$ cat src/rtl/spi_pkg.sv
// Shared encodings, frame layout and lane helpers for the SPI initiator data path.
package spi_pkg;

    localparam logic [1:0] SPI_MODE_ILL = 2'b00;
    localparam logic [1:0] SPI_MODE_1   = 2'b01;
    localparam logic [1:0] SPI_MODE_2   = 2'b10;
    localparam logic [1:0] SPI_MODE_4   = 2'b11;

    localparam int unsigned ADDR_LSB   = 0;
    localparam int unsigned STATUS_LSB = 20;
    localparam int unsigned TURN_LSB   = 24;
    localparam int unsigned DATA_LSB   = 32;
    localparam int unsigned FRAME_BITS = 48;

    localparam int unsigned ST_WRITE = 2;
    localparam int unsigned ST_BURST = 1;

    localparam int unsigned PTR_W = 6;
    localparam int unsigned DIV_W = 8;

    typedef enum logic [2:0] {
        S_IDLE,
        S_SETUP,
        S_SHIFT_HI,
        S_SHIFT_LO,
        S_HOLD
    } state_t;

    function automatic logic [2:0] lane_count(input logic [1:0] mode);
        case (mode)
            SPI_MODE_1: lane_count = 3'd1;
            SPI_MODE_2: lane_count = 3'd2;
            SPI_MODE_4: lane_count = 3'd4;
            default:    lane_count = 3'd1;
        endcase
    endfunction

    // Whole frame as a flat vector; turnaround is zero and read data phases drive zero.
    function automatic logic [FRAME_BITS-1:0] frame_bits(input logic [19:0] addr,
                                                         input logic [3:0]  status,
                                                         input logic [15:0] wdata);
        logic [FRAME_BITS-1:0] f;
        f                    = '0;
        f[ADDR_LSB +: 20]    = addr;
        f[STATUS_LSB +: 4]   = status;
        f[TURN_LSB +: 8]     = 8'h00;
        f[DATA_LSB +: 16]    = status[ST_WRITE] ? wdata : 16'h0000;
        frame_bits           = f;
    endfunction

    // Lane k carries frame bit ptr+k; unused lanes and bits past the frame drive zero.
    function automatic logic [3:0] lane_bits(input logic [FRAME_BITS-1:0] f,
                                             input logic [PTR_W-1:0]      ptr,
                                             input logic [1:0]            mode);
        logic [2:0] n;
        n         = lane_count(mode);
        lane_bits = '0;
        for (int k = 0; k < 4; k++) begin
            if (3'(k) < n && (int'(ptr) + k) < int'(FRAME_BITS))
                lane_bits[2'(k)] = f[ptr + PTR_W'(k)];
        end
    endfunction

endpackage

$ cat src/rtl/spi_sclk_gen.sv
// Half-period divider: holds sclk for CLK_DIV clk cycles per phase, flags the last cycle of each phase.
module spi_sclk_gen
    import spi_pkg::*;
#(
    parameter int unsigned CLK_DIV = 8
) (
    input  logic clk,
    input  logic reset_n,
    input  logic en,
    input  logic rise,
    output logic sclk,
    output logic half_end_c,
    output logic fall_c
);

    logic [DIV_W-1:0] cnt;

    assign half_end_c = en && (cnt == DIV_W'(CLK_DIV - 1));
    assign fall_c     = sclk && half_end_c;

    always_ff @(posedge clk or negedge reset_n) begin
        if (!reset_n) begin
            cnt  <= '0;
            sclk <= 1'b0;
        end else begin
            if (rise || fall_c || !en) cnt <= '0;
            else                       cnt <= cnt + DIV_W'(1);
            if (rise)                  sclk <= 1'b1;
            else if (fall_c || !en)    sclk <= 1'b0;
        end
    end

endmodule

$ cat src/rtl/spi_master_data_path.sv
// SPI initiator: shifts one addr/status/turnaround/data frame (optionally bursting data words)
// in single, dual or quad mode and captures read data from miso.
module spi_master_data_path
    import spi_pkg::*;
#(
    parameter int unsigned CLK_DIV  = 8,
    parameter int unsigned CS_SETUP = 4,
    parameter int unsigned CS_HOLD  = 4
) (
    input  logic        clk,
    input  logic        reset_n,
    input  logic        start,
    input  logic [1:0]  spi_mode,
    input  logic [19:0] addr,
    input  logic [3:0]  status,
    input  logic [15:0] wdata,
    input  logic        burst_cont,
    input  logic [3:0]  miso,
    output logic        busy,
    output logic        done,
    output logic        word_done,
    output logic [15:0] rdata_out,
    output logic        rdata_valid,
    output logic        err,
    output logic        sclk,
    output logic        cs_n,
    output logic [3:0]  mosi
);

    state_t                state, state_d;
    logic [DIV_W-1:0]      cnt, cnt_d;
    logic [PTR_W-1:0]      ptr, ptr_d;
    logic [1:0]            mode_q, mode_d;
    logic [19:0]           addr_q, addr_d;
    logic [3:0]            status_q, status_d;
    logic [15:0]           wdata_q, wdata_d;
    logic [15:0]           shreg, shreg_d;
    logic [15:0]           rdata_d;
    logic                  busy_d, done_d, word_done_d, rdata_valid_d, err_d, cs_n_d;
    logic [3:0]            mosi_d;

    logic                  rise_c, half_end_c, fall_c, sclk_en_c;
    logic [2:0]            nl_c;
    logic [PTR_W-1:0]      ptr_nx_c;
    logic [FRAME_BITS-1:0] frame_c;
    logic                  is_read_c;

    assign sclk_en_c = (state == S_SHIFT_HI) || (state == S_SHIFT_LO);
    assign nl_c      = lane_count(mode_q);
    assign ptr_nx_c  = ptr + PTR_W'(nl_c);
    assign frame_c   = frame_bits(addr_q, status_q, wdata_q);
    assign is_read_c = !status_q[ST_WRITE];

    spi_sclk_gen #(.CLK_DIV(CLK_DIV)) u_sclk_gen (
        .clk        (clk),
        .reset_n    (reset_n),
        .en         (sclk_en_c),
        .rise       (rise_c),
        .sclk       (sclk),
        .half_end_c (half_end_c),
        .fall_c     (fall_c)
    );

    // Next-state and next-output logic
    always_comb begin
        state_d       = state;
        cnt_d         = cnt;
        ptr_d         = ptr;
        mode_d        = mode_q;
        addr_d        = addr_q;
        status_d      = status_q;
        wdata_d       = wdata_q;
        shreg_d       = shreg;
        rdata_d       = rdata_out;
        busy_d        = busy;
        cs_n_d        = cs_n;
        mosi_d        = mosi;
        done_d        = 1'b0;
        word_done_d   = 1'b0;
        rdata_valid_d = 1'b0;
        err_d         = 1'b0;
        rise_c        = 1'b0;

        case (state)
            S_IDLE: begin
                if (start) begin
                    if (spi_mode == SPI_MODE_ILL) begin
                        err_d = 1'b1;
                    end else begin
                        mode_d   = spi_mode;
                        addr_d   = addr;
                        status_d = status;
                        wdata_d  = wdata;
                        busy_d   = 1'b1;
                        cs_n_d   = 1'b0;
                        ptr_d    = '0;
                        cnt_d    = '0;
                        mosi_d   = lane_bits(frame_bits(addr, status, wdata), '0, spi_mode);
                        state_d  = S_SETUP;
                    end
                end
            end
            S_SETUP: begin
                if (cnt == DIV_W'(CS_SETUP - 1)) begin
                    rise_c  = 1'b1;
                    cnt_d   = '0;
                    state_d = S_SHIFT_HI;
                end else begin
                    cnt_d = cnt + DIV_W'(1);
                end
            end
            S_SHIFT_HI: begin
                if (fall_c) begin
                    state_d = S_SHIFT_LO;
                    if (ptr_nx_c == PTR_W'(FRAME_BITS)) begin
                        word_done_d = 1'b1;
                        wdata_d     = wdata;
                        if (is_read_c) begin
                            rdata_valid_d = 1'b1;
                            rdata_d       = shreg;
                        end
                        if (status_q[ST_BURST] && burst_cont) begin
                            ptr_d  = PTR_W'(DATA_LSB);
                            mosi_d = lane_bits(frame_bits(addr_q, status_q, wdata),
                                               PTR_W'(DATA_LSB), mode_q);
                        end else begin
                            ptr_d  = PTR_W'(FRAME_BITS);
                            mosi_d = '0;
                        end
                    end else begin
                        ptr_d  = ptr_nx_c;
                        mosi_d = lane_bits(frame_c, ptr_nx_c, mode_q);
                    end
                end
            end
            S_SHIFT_LO: begin
                if (half_end_c) begin
                    if (ptr == PTR_W'(FRAME_BITS)) begin
                        cnt_d   = '0;
                        state_d = S_HOLD;
                    end else begin
                        rise_c  = 1'b1;
                        state_d = S_SHIFT_HI;
                    end
                end
            end
            S_HOLD: begin
                if (cnt == DIV_W'(CS_HOLD - 1)) begin
                    cs_n_d  = 1'b1;
                    done_d  = 1'b1;
                    busy_d  = 1'b0;
                    mosi_d  = '0;
                    state_d = S_IDLE;
                end else begin
                    cnt_d = cnt + DIV_W'(1);
                end
            end
            default: state_d = S_IDLE;
        endcase

        // Read data is sampled on the clk edge that raises sclk for the current lane bits
        if (rise_c && is_read_c && ptr >= PTR_W'(DATA_LSB) && ptr < PTR_W'(FRAME_BITS)) begin
            for (int k = 0; k < 4; k++) begin
                if (3'(k) < nl_c)
                    shreg_d[4'(ptr - PTR_W'(DATA_LSB)) + 4'(k)] = miso[2'(k)];
            end
        end
    end

    always_ff @(posedge clk or negedge reset_n) begin
        if (!reset_n) begin
            state       <= S_IDLE;
            cnt         <= '0;
            ptr         <= '0;
            mode_q      <= '0;
            addr_q      <= '0;
            status_q    <= '0;
            wdata_q     <= '0;
            shreg       <= '0;
            rdata_out   <= '0;
            busy        <= 1'b0;
            done        <= 1'b0;
            word_done   <= 1'b0;
            rdata_valid <= 1'b0;
            err         <= 1'b0;
            cs_n        <= 1'b1;
            mosi        <= '0;
        end else begin
            state       <= state_d;
            cnt         <= cnt_d;
            ptr         <= ptr_d;
            mode_q      <= mode_d;
            addr_q      <= addr_d;
            status_q    <= status_d;
            wdata_q     <= wdata_d;
            shreg       <= shreg_d;
            rdata_out   <= rdata_d;
            busy        <= busy_d;
            done        <= done_d;
            word_done   <= word_done_d;
            rdata_valid <= rdata_valid_d;
            err         <= err_d;
            cs_n        <= cs_n_d;
            mosi        <= mosi_d;
        end
    end

endmodule

$ cat config.mk
export PLATFORM = sky130hd
export DESIGN_NAME = spi_master_data_path
export DESIGN_NICKNAME = d
export VERILOG_FILES = /design/src/rtl/spi_pkg.sv /design/src/rtl/spi_sclk_gen.sv /design/src/rtl/spi_master_data_path.sv
export SDC_FILE = /design/constraint.sdc
export NUM_CORES = 1
export LEC_CHECK = 0
export ABC_AREA = 0
export ABC_CLOCK_PERIOD_IN_PS = 5500
export CORE_MARGIN = 8
export CORE_UTILIZATION = 35
export CTS_CLUSTER_SIZE = 24
export DETAILED_ROUTE_END_ITERATION = 10
export PLACE_DENSITY = 0.52
export SLEW_MARGIN = 5
export SYNTH_ARGS = -nofsm -noshare
export SYNTH_HDL_FRONTEND = slang
export SYNTH_SLANG_ARGS = --single-unit
$ cat constraint.sdc
create_clock -name clk -period 5.5 [get_ports clk]
set_clock_uncertainty 0.05 [all_clocks]
set_input_delay 1.1 -clock clk [delete_from_list [all_inputs] [get_ports clk]]
set_output_delay 1.1 -clock clk [all_outputs]
set_load 0.01 [all_outputs]
* Word level (Yosys, flattened, before mapping)
Index checks and enable logic that the tools add are counted.
Operators by class: add/sub/neg operators 9, magnitude comparators 24, equal/unequal tests 21, muxes and demuxes 102, bitwise logic cells 2, reduce and logical (&&, ||, !) cells 33
Operator list (count):
- $mux W16 | 12
- $bwmux W16 | 4
- $mux W8 | 7
- $mux W3 | 17
- $mux W1 | 34
- $pmux W16 S2 | 1
- $pmux W8 S4 | 1
- $lt A1 B3 Y1 const A | 8
- $mux W6 | 4
- $lt A4 B5 Y1 const B | 4
- $mux W4 | 5
- $add A8 B1 Y8 const B | 2
- $demux W1 S4 | 4
- $ge A4 B1 Y1 const B | 4
- $pmux W3 S5 | 1
- $lt A6 B7 Y1 const B | 2
- $bmux W1 S6 | 2
- $eq A6 B6 Y1 const B | 2
- $logic_and A1 B1 Y1 | 12
- $lt A6 B6 Y1 const B | 2
- $pmux W3 S2 | 2
- $pmux W4 S3 | 1
- $pmux W6 S2 | 1
- $reduce_and A4 Y1 | 3
- other kinds (31) | 56
Storage, ports and cells: register bits 110, input port bits 50, output and inout port bits 27, word-level logic and storage cells 209

* Longest topological paths before layout
depth in word-level cells 17, gate-level depth with buffers 16, gate-level depth less buffers 13

* Cells and area by module
From an unflattened synthesis, not the netlist that was laid out.
Unflattened totals: cells, all modules 616, area, all modules 6522.5 sq um
Modules (own cells, without submodules):
- spi_master_data_path | instances 1, cells an instance 573, area an instance 6067.1 sq um, seq. area each 2478.6 sq um
- spi_sclk_gen | instances 1, cells an instance 43, area an instance 455.4 sq um, seq. area each 225.2 sq um

* Least setup slack after synthesis
OpenSTA, ideal clock, no wires.
path kind reg-to-reg, start point register ptr[1], end point register mosi[1], setup time 0.127 ns, arrival 3.995 ns, data required time 5.323 ns, slack 1.328 ns, stages on the path, launching flop included 14, buffers on the path 4, period minus slack after synthesis 4.172 ns, cell sequence dfrtp_1 > clkbuf_1 > clkbuf_1 > inv_1 > fa_1 > buf_1 > inv_1 > ha_1 > clkbuf_1 > mux4_2 > mux4_2 > nand2_1 > or4b_1 > a31oi_1
Between the ends: longest elaborated chain between the ends 8, elaborated cells on any way between the ends 12, classes of those cells 3 x add/sub; 1 x order compare; 1 x eq/ne; 6 x mux; 1 x reduce/logical
RTL lines:
- from (decl) | line spi_master_data_path.sv:32 | logic [PTR_W-1:0] ptr, ptr_d;
- from (signal assigned) | line spi_master_data_path.sv:191 | ptr <= ptr_d;
- $add A6 B3 Y6 (*) | line spi_master_data_path.sv:50 | assign ptr_nx_c = ptr + PTR_W'(nl_c);
- $add A6 B1 Y6 or $add A6 B1 Y7 (tied branches) | line spi_pkg.sv:60, spi_pkg.sv:59
- $bmux W1 S6 or $lt A7 B6 Y1 (tied branches) | line spi_pkg.sv:60, spi_pkg.sv:59
- $mux W1 (not written as such) or $logic_and A1 B1 Y1 (tied branches) | line spi_pkg.sv:60, spi_pkg.sv:59
- $mux W1 | line spi_pkg.sv:59 | if (3'(k) < n && (int'(ptr) + k) < int'(FRAME_BITS))
- $mux W4 (*) | line spi_master_data_path.sv:115 | if (ptr_nx_c == PTR_W'(FRAME_BITS)) begin
- $mux W4 (*) | line spi_master_data_path.sv:113 | if (fall_c) begin
- $pmux W4 S3 (*) | line spi_master_data_path.sv:84 | case (state)
- to (signal assigned) | line spi_master_data_path.sv:204 | mosi <= mosi_d;
- to (decl) | line spi_master_data_path.sv:27 | output logic [3:0] mosi
Every way passes the cells marked *; elsewhere a longest branch is shown, timed or not. The select of a mux whose other input is x is not followed. A chain may end at the register's enable or synchronous reset.

* Final worst setup path
start point register mode_q[1], end point register rdata_out[13]
Between the ends: longest elaborated chain between the ends 5, elaborated cells on any way between the ends 6, classes of those cells 1 x add/sub; 3 x eq/ne; 1 x mux; 1 x reduce/logical
RTL lines:
- from (decl) | line spi_master_data_path.sv:33 | logic [1:0] mode_q, mode_d;
- from (signal assigned) | line spi_master_data_path.sv:192 | mode_q <= mode_d;
- $eq A2 B2 Y1 | line spi_pkg.sv:30 | case (mode)
- $pmux W3 S2 (*) | line spi_pkg.sv:30
- $add A6 B3 Y6 (*) | line spi_master_data_path.sv:50
- $eq A6 B6 Y1 (*) | line spi_master_data_path.sv:115
- $reduce_and A4 Y1 (no source line) (*)
- to (signal assigned) | line spi_master_data_path.sv:197 | rdata_out <= rdata_d;
- to (decl) | line spi_master_data_path.sv:22 | output logic [15:0] rdata_out,
Every way passes the cells marked *; elsewhere a longest branch is shown, timed or not.

==> flow_summary_export.csv <==
group,metric,value,unit
outcome,status,"finished, final reports clean",
global_routing,grt_max_degree,59,
global_routing,grt_overflow,0,
layout,nets,752,
worst_setup_path,crit_slowest_cell,"nor3_4",
synth,yosysSeqAreaShare,41.0,%
place,hpwl,11900,µm
cts,cts.path.max_buffers,2,
worst_setup_path,r2r_start,"mode_q[1]",
drt,via_per_inst,5.56,
place,placed_cell_area,7490,µm²
floorplan,initial_core_util,35.5,%
global_routing,grt_usage,14.1,%
cts,postCtsHoldBufs,0,
layout,multiInputGateArea,3630,µm²
layout,nFillCells,1796,
power,p_clk_share,15.8,%
synth,ys.flop_type,"dfrtp_1",
drt,wl_per_cell,17.5,µm
floorplan,ioPinCount,77,
sta,worstMarginPinSlew,0.889,ns
layout,drive_gt1_share,16.2,%
cts,clk_latency,0.36,ns
min_path,hp-start,"shreg[4]",
synth,synth_common_cells,"dfrtp_1 (107), nand2_1 (61), mux2_2 (47)",
synth,synthTopCellsByArea,"dfrtp_1 (41%), mux2_2 (8.0%), mux4_2 (7.5%)",
power,p_leak,3.18,nW
floorplan,rows,50,
layout,final_cell_count_no_fill,931,
worst_setup_path,crit_start,"mode_q[1]",
synth,syn-instance-count,641,
sta,max_freq,0.250,GHz
cts,clock-sinks,108,
synth,synth_edf_count,0,
sta,tns,0,ns
floorplan,fp.dieArea,23500,µm²
sta,hold_violations,0,
worst_setup_path,cp_max_fo,17,
floorplan,die_h,153,µm
synth,synth_cell_types,76,
synth,synthArstFlopShare,100,%
layout,final_cell_area,7790,µm²
global_routing,grt_pass1_wl,27400,µm
place,port_buffers,72,
cts,cts.htree.levels,3,
worst_setup_path,critical_path_required,5.70,ns
power,power,0.00423,W
cts,tritoncts,"yes",
sta,maxSlewHeadroom,40.5,%
worst_setup_path,slowest_delay,0.81,ns
cts,cts_buffers,9,
cts,root_buffer,"clkbuf_16",
power,switching_share,40.8,%
job,drv_cap,0,
global_routing,antenna_found_initial,0,
power,combPwrFrac,53.8,%
cts,clk_pin_slew_worst_paths,0.08,ns
worst_setup_path,cp-start-kind,"register",
drt,dr.pass1.iters,5,
synth,ys_warn_count,0,
min_path,hold_path.class,"reg -> reg",
power,p_seq_share,30.4,%
sta,setup_ws,1.51,ns
synth,synth_top_cell_area_share,40.6,%
worst_setup_path,end_kind,"register",
cts,cts_resized,0,
worst_setup_path,worstPathCellList,"nand2_1, inv_1, ha_1, xor2_2, a21oi_1, mux2i_1, nand3_1, nor3_4, mux2_2",
synth,postSynthAreaPerCell,10.3,µm²
sta,drv_slew,0,
sta,period_share,72.6,%
layout,seq_area,2700,µm²
floorplan,core,18600,µm²
layout,antennaDiodeCount,0,
floorplan,fp.dieW,153,µm
place,pre_cts_slack,1.49,ns
drt,drc,0,
power,intPower,0.00250,W
sta,report.final.setup_viol,0,
synth,ys_ff_latch,108,
sta,min_period,3.99,ns
worst_setup_path,criticalPathCategory,"reg -> reg",
sta,rsz0062_at_grt,"false",
drt,drt-initial-drc-count,281,
synth,synth_area,6600,µm²
place,place_congestion,0.857,
worst_setup_path,crit_arrival,4.19,ns
place,dp.cells,915,
power,p_per_area,543,nW/µm²
drt,ant_nets,0,
synth,synth_most_common_cell,"dfrtp_1",
layout,area_growth,18.0,%
global_routing,grt_pass1_vias,5323,
worst_setup_path,reg2reg_slack,1.51,ns
drt,via_count,5175,
power,vdd_drop_max,0.284,mV
cts,postCtsSetupRepairBufs,0,
power,switchingPower,0.00173,W
drt,routed_wl,16300,µm
synth,synth_area_leader_cell,"dfrtp_1",
==> placed cells by master (no fill, tap or decap), types with 7 or more instances in the layout <==
cell / n
mux2_1: 10
nand3_1: 15
clkdlybuf4s50_1: 71
inv_1: 22
o31ai_1: 14
xnor2_1: 11
mux2i_1: 14
xor2_1: 7
nand2b_1: 7
dfrtp_1: 107
o21ai_1: 17
nor3_1: 15
o21ai_0: 40
nand2_1: 61
a31oi_1: 8
ha_1: 9
nor2b_1: 12
mux4_2: 22
and3_1: 7
buf_4: 9
mux2_2: 47
a21oi_1: 22
nand4_1: 9
nor2_1: 41
clkbuf_16: 9
==> area by class of cell <==
type | count | share of cell area, %
Clock inverter | 6 | 0.771
Multi-Input combinational cell | 470 | 46.6
Clock buffer | 10 | 3.07
Inverter | 23 | 1.11
Sequential cell | 108 | 34.7
Tap cell | 234 | 3.76
Timing Repair Buffer | 80 | 9.99
==> critical path: cells and delay by family (launching register included) <==
| family | cells | cell delay (ns) |
|---|---|---|
| AOI/OAI and AO/OA | 1 | 0.14 |
| xor gates and xnor gates | 1 | 0.46 |
| adders and majority gates | 1 | 0.34 |
| buffers and inverters | 1 | 0.20 |
| DFF | 1 | 0.60 |
| muxes | 2 | 0.60 |
| and+or+nand+nor | 3 | 1.47 |
==> power by group through the flow <==
stage	Clock (W)	Sequential, W	Combinational, W
floorplan	0	0.00119	0.00185
global route	0.000723	0.00133	0.00252
finish	0.000667	0.00129	0.00228
global placement	0	0.00128	0.00226
CTS	0.000689	0.00129	0.00230
detailed placement	0	0.00130	0.00229
==> cells by family (layout without fill, tap and decap cells) <==
logic type                 count (synthesis)  in the layout  share of synthesized area [%]
buffers and inverters                     64            119                           4.15
DFF                                      108            108                           41.0
adders and majority gates                 10             10                           2.01
AOI/OAI and AO/OA                        153            153                           15.9
xor gates and xnor gates                  19             19                           2.64
muxes                                     93             93                           19.4
and+or+nand+nor                          193            193                           14.9
other                                      1              2                         0.0568
==> per-stage QoR <==
| step | util (%) | hold slack, ns |
|---|---|---|
| 2_1_floorplan | - | 0.392 |
| 3_3_place_gp | 40.3 | 0.422 |
| 3_5_place_dp | 40.3 | 0.423 |
| 4_1_cts | 41.9 | 0.443 |
| 5_1_grt | 41.9 | 0.468 |
| 6_report | 41.9 | 0.442 |
==> metal layers <==
| metal | vias up | share of wire [%] | GRT usage, % |
|---|---|---|---|
| li1 | 2464 | - | - |
| met1 | 2555 | 46 | 17.8 |
| met2 | 134 | 48 | 23.5 |
| met3 | 22 | 4.0 | 2.85 |
| met4 | 0 | 1.9 | 4.71 |
| met5 | - | 0 | 0 |
==> flip-flops by register name, indices dropped and copies added, names as in the netlist, 4 cells and up <==
name and cells:
addr_q 20, rdata_out 16, shreg 16, wdata_q 16, cnt 8, u_sclk_gen.cnt 8
ptr 6, status_q 4
==> path summary, 6_finish.rpt <==
kind,to,cells past startpoint
worst max-delay path,rdata_out[13],9
worst max register to register,rdata_out[13],9
max in group asynchronous,wdata_q[15],2
min in group asynchronous,cnt[3],1
worst min-delay path,shreg[4],2
worst min register to register,shreg[4],2
(Power assumes the default switching activity.)
